**src/rtl/hc_pkg.sv**
```systemverilog
// rtl/hc_pkg.sv - shared host-channel types and defaults for the read reorder path
package hc_pkg;

   localparam int HC_ROB_DEPTH = 8;
   localparam int HC_OFFSET_W  = 16;

   typedef logic [HC_OFFSET_W-1:0] t_request_cmd_offset;
   typedef logic [511:0]           t_cl;

endpackage

```
**src/rtl/read_reorder_ram.sv**
```systemverilog
// rtl/read_reorder_ram.sv - reorder data storage, one write port and one async read port
module read_reorder_ram
   import hc_pkg::*;
#(
   parameter int DEPTH  = HC_ROB_DEPTH,
   parameter int ADDR_W = $clog2(DEPTH)
) (
   input  logic              clk,
   input  logic              i_wr_en,
   input  logic [ADDR_W-1:0] i_wr_addr,
   input  t_cl               i_wr_data,
   input  logic [ADDR_W-1:0] i_rd_addr,
   output t_cl               o_rd_data
);

   t_cl r_mem [DEPTH];

   always_ff @(posedge clk) begin
      if (i_wr_en) begin
         r_mem[i_wr_addr] <= i_wr_data;
      end
   end

   assign o_rd_data = r_mem[i_rd_addr];

endmodule

```
**src/rtl/read_reorder.sv**
```systemverilog
// rtl/read_reorder.sv - tags outgoing reads and returns out-of-order responses in request order
module read_reorder
   import hc_pkg::*;
#(
   parameter int DEPTH = HC_ROB_DEPTH,
   parameter int TAG_W = $clog2(DEPTH)
) (
   input  logic                clk,
   input  logic                reset,
   input  logic                req_valid,
   output logic                req_ready,
   input  logic [7:0]          req_buffer,
   input  t_request_cmd_offset req_offset,
   output logic                mem_req_valid,
   input  logic                mem_req_ready,
   output logic [7:0]          mem_req_buffer,
   output t_request_cmd_offset mem_req_offset,
   output logic [TAG_W-1:0]    mem_req_tag,
   input  logic                mem_rsp_valid,
   input  logic [TAG_W-1:0]    mem_rsp_tag,
   input  t_cl                 mem_rsp_data,
   output logic                out_valid,
   input  logic                out_ready,
   output t_cl                 out_data,
   output t_request_cmd_offset out_offset,
   output logic                busy,
   output logic                err_tag
);

   logic [TAG_W:0]      r_alloc_ptr;
   logic [TAG_W:0]      r_drain_ptr;
   logic [DEPTH-1:0]    r_pending;
   logic [DEPTH-1:0]    r_filled;
   logic                r_err_tag;
   t_request_cmd_offset r_offset [DEPTH];

   logic [TAG_W:0]      w_count;
   logic                w_full;
   logic                w_empty;
   logic [TAG_W-1:0]    w_alloc_idx;
   logic [TAG_W-1:0]    w_drain_idx;
   logic                w_accept;
   logic                w_fill;
   logic                w_rsp_bad;
   logic                w_drain;

   // Pointers carry one extra wrap bit so full and empty stay distinguishable.
   assign w_count     = r_alloc_ptr - r_drain_ptr;
   assign w_full      = (w_count == (TAG_W+1)'(DEPTH));
   assign w_empty     = (w_count == '0);
   assign w_alloc_idx = r_alloc_ptr[TAG_W-1:0];
   assign w_drain_idx = r_drain_ptr[TAG_W-1:0];

   // Gating with reset keeps the request handshake quiet while reset is held.
   assign req_ready      = reset & mem_req_ready & ~w_full;
   assign mem_req_valid  = reset & req_valid & ~w_full;
   assign mem_req_buffer = req_buffer;
   assign mem_req_offset = req_offset;
   assign mem_req_tag    = w_alloc_idx;
   assign w_accept       = req_valid & req_ready;

   assign w_fill    = mem_rsp_valid & r_pending[mem_rsp_tag] & ~r_filled[mem_rsp_tag];
   assign w_rsp_bad = mem_rsp_valid & ~w_fill;

   assign out_valid  = ~w_empty & r_filled[w_drain_idx];
   assign out_offset = r_offset[w_drain_idx];
   assign w_drain    = out_valid & out_ready;
   assign busy       = ~w_empty;
   assign err_tag    = r_err_tag;

   always_ff @(posedge clk or negedge reset) begin
      if (!reset) begin
         r_alloc_ptr <= '0;
         r_drain_ptr <= '0;
         r_pending   <= '0;
         r_filled    <= '0;
         r_err_tag   <= 1'b0;
      end else begin
         if (w_accept) begin
            r_alloc_ptr            <= r_alloc_ptr + (TAG_W+1)'(1);
            r_pending[w_alloc_idx] <= 1'b1;
         end
         if (w_fill) begin
            r_filled[mem_rsp_tag] <= 1'b1;
         end
         // Drain never aliases accept or fill: its slot is filled, so it is neither free nor fillable.
         if (w_drain) begin
            r_pending[w_drain_idx] <= 1'b0;
            r_filled[w_drain_idx]  <= 1'b0;
            r_drain_ptr            <= r_drain_ptr + (TAG_W+1)'(1);
         end
         if (w_rsp_bad) begin
            r_err_tag <= 1'b1;
         end
      end
   end

   always_ff @(posedge clk) begin
      if (w_accept) begin
         r_offset[w_alloc_idx] <= req_offset;
      end
   end

   read_reorder_ram #(
      .DEPTH  (DEPTH),
      .ADDR_W (TAG_W)
   ) u_ram (
      .clk       (clk),
      .i_wr_en   (w_fill),
      .i_wr_addr (mem_rsp_tag),
      .i_wr_data (mem_rsp_data),
      .i_rd_addr (w_drain_idx),
      .o_rd_data (out_data)
   );

endmodule

```
**config.mk**
```make
export PLATFORM = sky130hd
export DESIGN_NAME = read_reorder
export DESIGN_NICKNAME = d
export VERILOG_FILES = /design/src/rtl/hc_pkg.sv /design/src/rtl/read_reorder_ram.sv /design/src/rtl/read_reorder.sv
export SDC_FILE = /design/constraint.sdc
export NUM_CORES = 2
export LEC_CHECK = 0
export ABC_AREA = 1
export BUFFER_PORTS_ARGS = -buffer_cell sky130_fd_sc_hd__clkbuf_2
export CAP_MARGIN = 20
export CORE_ASPECT_RATIO = 0.75
export CORE_MARGIN = 2
export CORE_UTILIZATION = 41
export DETAILED_ROUTE_END_ITERATION = 8
export REMOVE_ABC_BUFFERS = 1
export SETUP_SLACK_MARGIN = 0.02
export SLEW_MARGIN = 20
export SYNTH_ARGS = -nofsm -noshare
export SYNTH_HDL_FRONTEND = slang
export SYNTH_MEMORY_MAX_BITS = 65536
export SYNTH_SLANG_ARGS = --single-unit
```
**constraint.sdc**
```tcl
create_clock -name clk -period 27.7 [get_ports clk]
set_input_delay 0 -clock clk [delete_from_list [all_inputs] [get_ports clk]]
set_output_delay 0 -clock clk [all_outputs]
set_load 0.01 [all_outputs]
```
==> results.md <==
* Core Util, Final at 0.500
* Vias/cell at 5.53
* Max Slew Vio Count at 0
* Final worst path period share at 0.269
* Relative slew margins at 0.173
* Slew at the pin closest to its max-slew limit at 1.24 ns
* Worst setup EP type: primary output
* DR pass1 iterations at 8
* Cell taking the most area after synthesis: edfxtp_1
* FF-to-FF setup slack at 20.88 ns
* Layout cell share with drive strength beyond 1 at 0.140
* Unrepaired setup endpoints after global routing: false
* CP arrival at 7.46 ns
* CTS tree: built
* Final nets at 13200
* Clock skew at 0.0497 ns
* Cell Pwr Density at 95.3 nW/um2
* Area occupied by multi-input gates at 27200 um2
* CP dominant cell by count: buf_4
* Clock Root Buffer: clkbuf_16
* Largest net degree at the start of global routing at about 210
* VDD IR-drop max at 0.0935 mV
* First-pass GRT wire length at 647000 um
* Total CTS buffers at just over 400
* Worst min path class: primary input to primary output
* Max-Cap Viols at 0
* 1st-iter DRT viols at 11500
* Total power at 18.3 mW
* DIE HEIGHT at 541 um
* Setup_tns at 0 ns
* Final instance area at between 150000 and 200000 um2
* Post-synthesis register bit count at ~4200
* Switch Pwr at 6.43 mW
* Drt total wl at 443000 um
* Post-synth ARST share at 0.00588
* Boundary Pins at 1105
* Cell variety after synth at 35
* Post-Synthesis Cells at 10600
* Cell breakdown of the critical path: inv_16 > buf_4 > buf_4 > buf_4 > buf_4 > buf_4 > o21ai_0 > o221ai_1 > clkbuf_2
* # DRC at 0
* Area of the core at 384000 um2
* Critical path class: flop to primary output
* Reg clk slew, reported paths at roughly 0.06 ns
* Slowest CP cell: buf_4
* Seq pwr share at 0.396
* Num rows at 197
* DRT antenna net count at 0
* Sequential cell area at approximately 130000 um2
* Worst path required time at ~28 ns
* Area Growth Syn to Fin at 21.6%
* Met2 Track Usage GR at 0.347
* Clk_lat worst skew at 0.97 ns
* Total global routing overflow at 0
* Ys Warns at 0
* Met1 usage at 0.307
* Tmin final at 7.46 ns
* CP Launch Point: r_drain_ptr[0]$_DFFE_PN0P_
* Max Fclk at around 0.13 GHz
* Die footprint at 390000 um2
* EDFF count, synth at 4224
* Via count at roughly 100k
* Htree depth at 5
* Sw Ratio at 0.352
* Chip width at 721 um
* Detailed placement HPWL at about 240000 um
* Synth Cell Area at 158000 um2
* Top-count cell post-synth: edfxtp_1
* Initial antenna violation count at 68
* DR WL/cell at 24.5 um
* Filler cells at 31700
* Post_cts resized at 0
* Pleak at roughly 63 nW
* Crit Path Max Fanout at 177
* GRT Total Usage at 0.218
* Area after DPL at 168000 um2
* Status: finished, final reports clean
* Int Pwr at about 12 mW
* Clock Tree Buf Depth at 4
* Startpoint types: flop
* Comb power frac at 0.305
* Post-synthesis sequential area ratio at 0.807
* Initial Util at 0.411
* Delay of the slowest critical-path stage at 0.94 ns
* # Post-CTS Setup Buffers at 0
* Hold_buf cts at 1073
* IO buf count at 1088
* Top cell type's share of synthesized area at 0.803
* Critical R2R Launch: r_pending[3]$_DFF_PN0_
* Top cells by area, synth: edfxtp_1, o21ai_0, nor2_1
* RR Endpoint: u_ram.r_mem[5][337]$_DFFE_PP_
* Syn Area/Cell at approximately 15 um2
* Gr busiest metal: met2
* Met3 Resource Use GR at 0.0409
* Sink Count at 4249
* Worst-case reg-to-reg path depth at 13
* CP endpoint: out_data[145]
* Clk pwr share at 0.299
* Final hold vios at 0
* Most frequent cells after synthesis: edfxtp_1, nor2_1, o21ai_0
* Final setup violation count at 0
* Routability congestion estimate at 0.825
* Top FF cell, synth: edfxtp_1
* Vias in the first global route at 96600
-- state kept, by name, summed over array words and instances, names as in the netlist --
name	flops
err_tag	1
r_alloc_ptr	4
r_drain_ptr	4
r_filled	8
r_offset	128
r_pending	8
u_ram.r_mem	4096
-- power groups by stage --
stage	Combinational, mW	Sequential, mW	Clock, mW
global route	5.98	7.26	5.80
global placement	5.35	7.38	0
detailed placement	5.41	7.38	0
CTS	5.57	7.25	5.56
floorplan	3.27	7.64	0
finish	5.58	7.25	5.47
-- cell families after synthesis --
kind of cell             synth area share
XOR/XNOR                         0.000222
buffers and inverters              0.0206
AO/OA/AOI/OAI                       0.113
flip-flops                          0.807
adder cells (fa/ha/maj)          0.000396
AND/OR/NAND/NOR                    0.0583
-- per-layer routing --
metal | up-vias | share of wire
li1 | 44200 | -
met1 | 50800 | 0.42
met2 | 4235 | 0.47
met3 | 712 | 0.082
met4 | 54 | 0.027
met5 | - | 0.00081
-- through the flow --
step / std cells / hold WS [ns] / worst slack, ns
6_report: 18100 / 0.0000802 / 20.24
5_1_grt: 18100 / 0.0000721 / 19.85
4_1_cts: 18000 / 0.000115 / 20.09
3_5_place_dp: 16200 / 0.000115 / 20.62
3_3_place_gp: 16200 / 0.000115 / 20.57
2_1_floorplan: 9924 / -0.296 / -45.92
-- placed cells by master, fill, tap and decap left out, types with 83 or more instances in the layout --
cell type,Yosys,routed
buf_4,40,130
o211ai_1,296,296
clkbuf_1,395,83
clkbuf_2,0,1088
a211o_1,95,95
dlygate4sd3_1,0,1072
nor2_1,1744,1737
a21oi_1,438,438
nand2_1,620,619
o22ai_1,273,273
o221ai_1,137,137
clkinv_1,1,93
o21ai_0,1474,1474
clkbuf_16,0,409
edfxtp_1,4224,4224
o21ai_1,462,462
-- worst max-delay path, delay by kind of cell, from the launching register on --
family | cells | cell delay (ns)
AOI/OAI and AO/OA | 2 | 0.67
buffers and inverters | 7 | 4.77
DFF | 1 | 0.76
-- final cells by class --
class                           count  share of cell area
Antenna cell                       43            0.000560
Timing Repair Buffer             2311              0.0915
Multi-Input combinational cell   5610               0.142
Tap cell                         5074              0.0331
Clock inverter                    241              0.0128
Inverter                           65             0.00151
Clock buffer                      492              0.0549
Sequential cell                  4249               0.664
-- how the worst min path moves through the flow --
stage                   from                  end  slack [ns]  depth (start not counted)
5_1_grt        req_buffer[1]    mem_req_buffer[1]     0.00007                          0
3_5_place_dp   req_buffer[0]    mem_req_buffer[0]      0.0001                          0
3_3_place_gp   req_buffer[0]    mem_req_buffer[0]      0.0001                          0
2_1_floorplan          reset  err_tag$_DFFE_PN0P_       -0.30                          0
6_report       req_buffer[0]    mem_req_buffer[0]     0.00008                          0
4_1_cts        req_buffer[0]    mem_req_buffer[0]      0.0001                          0
Power figures use the tool's default switching activity.
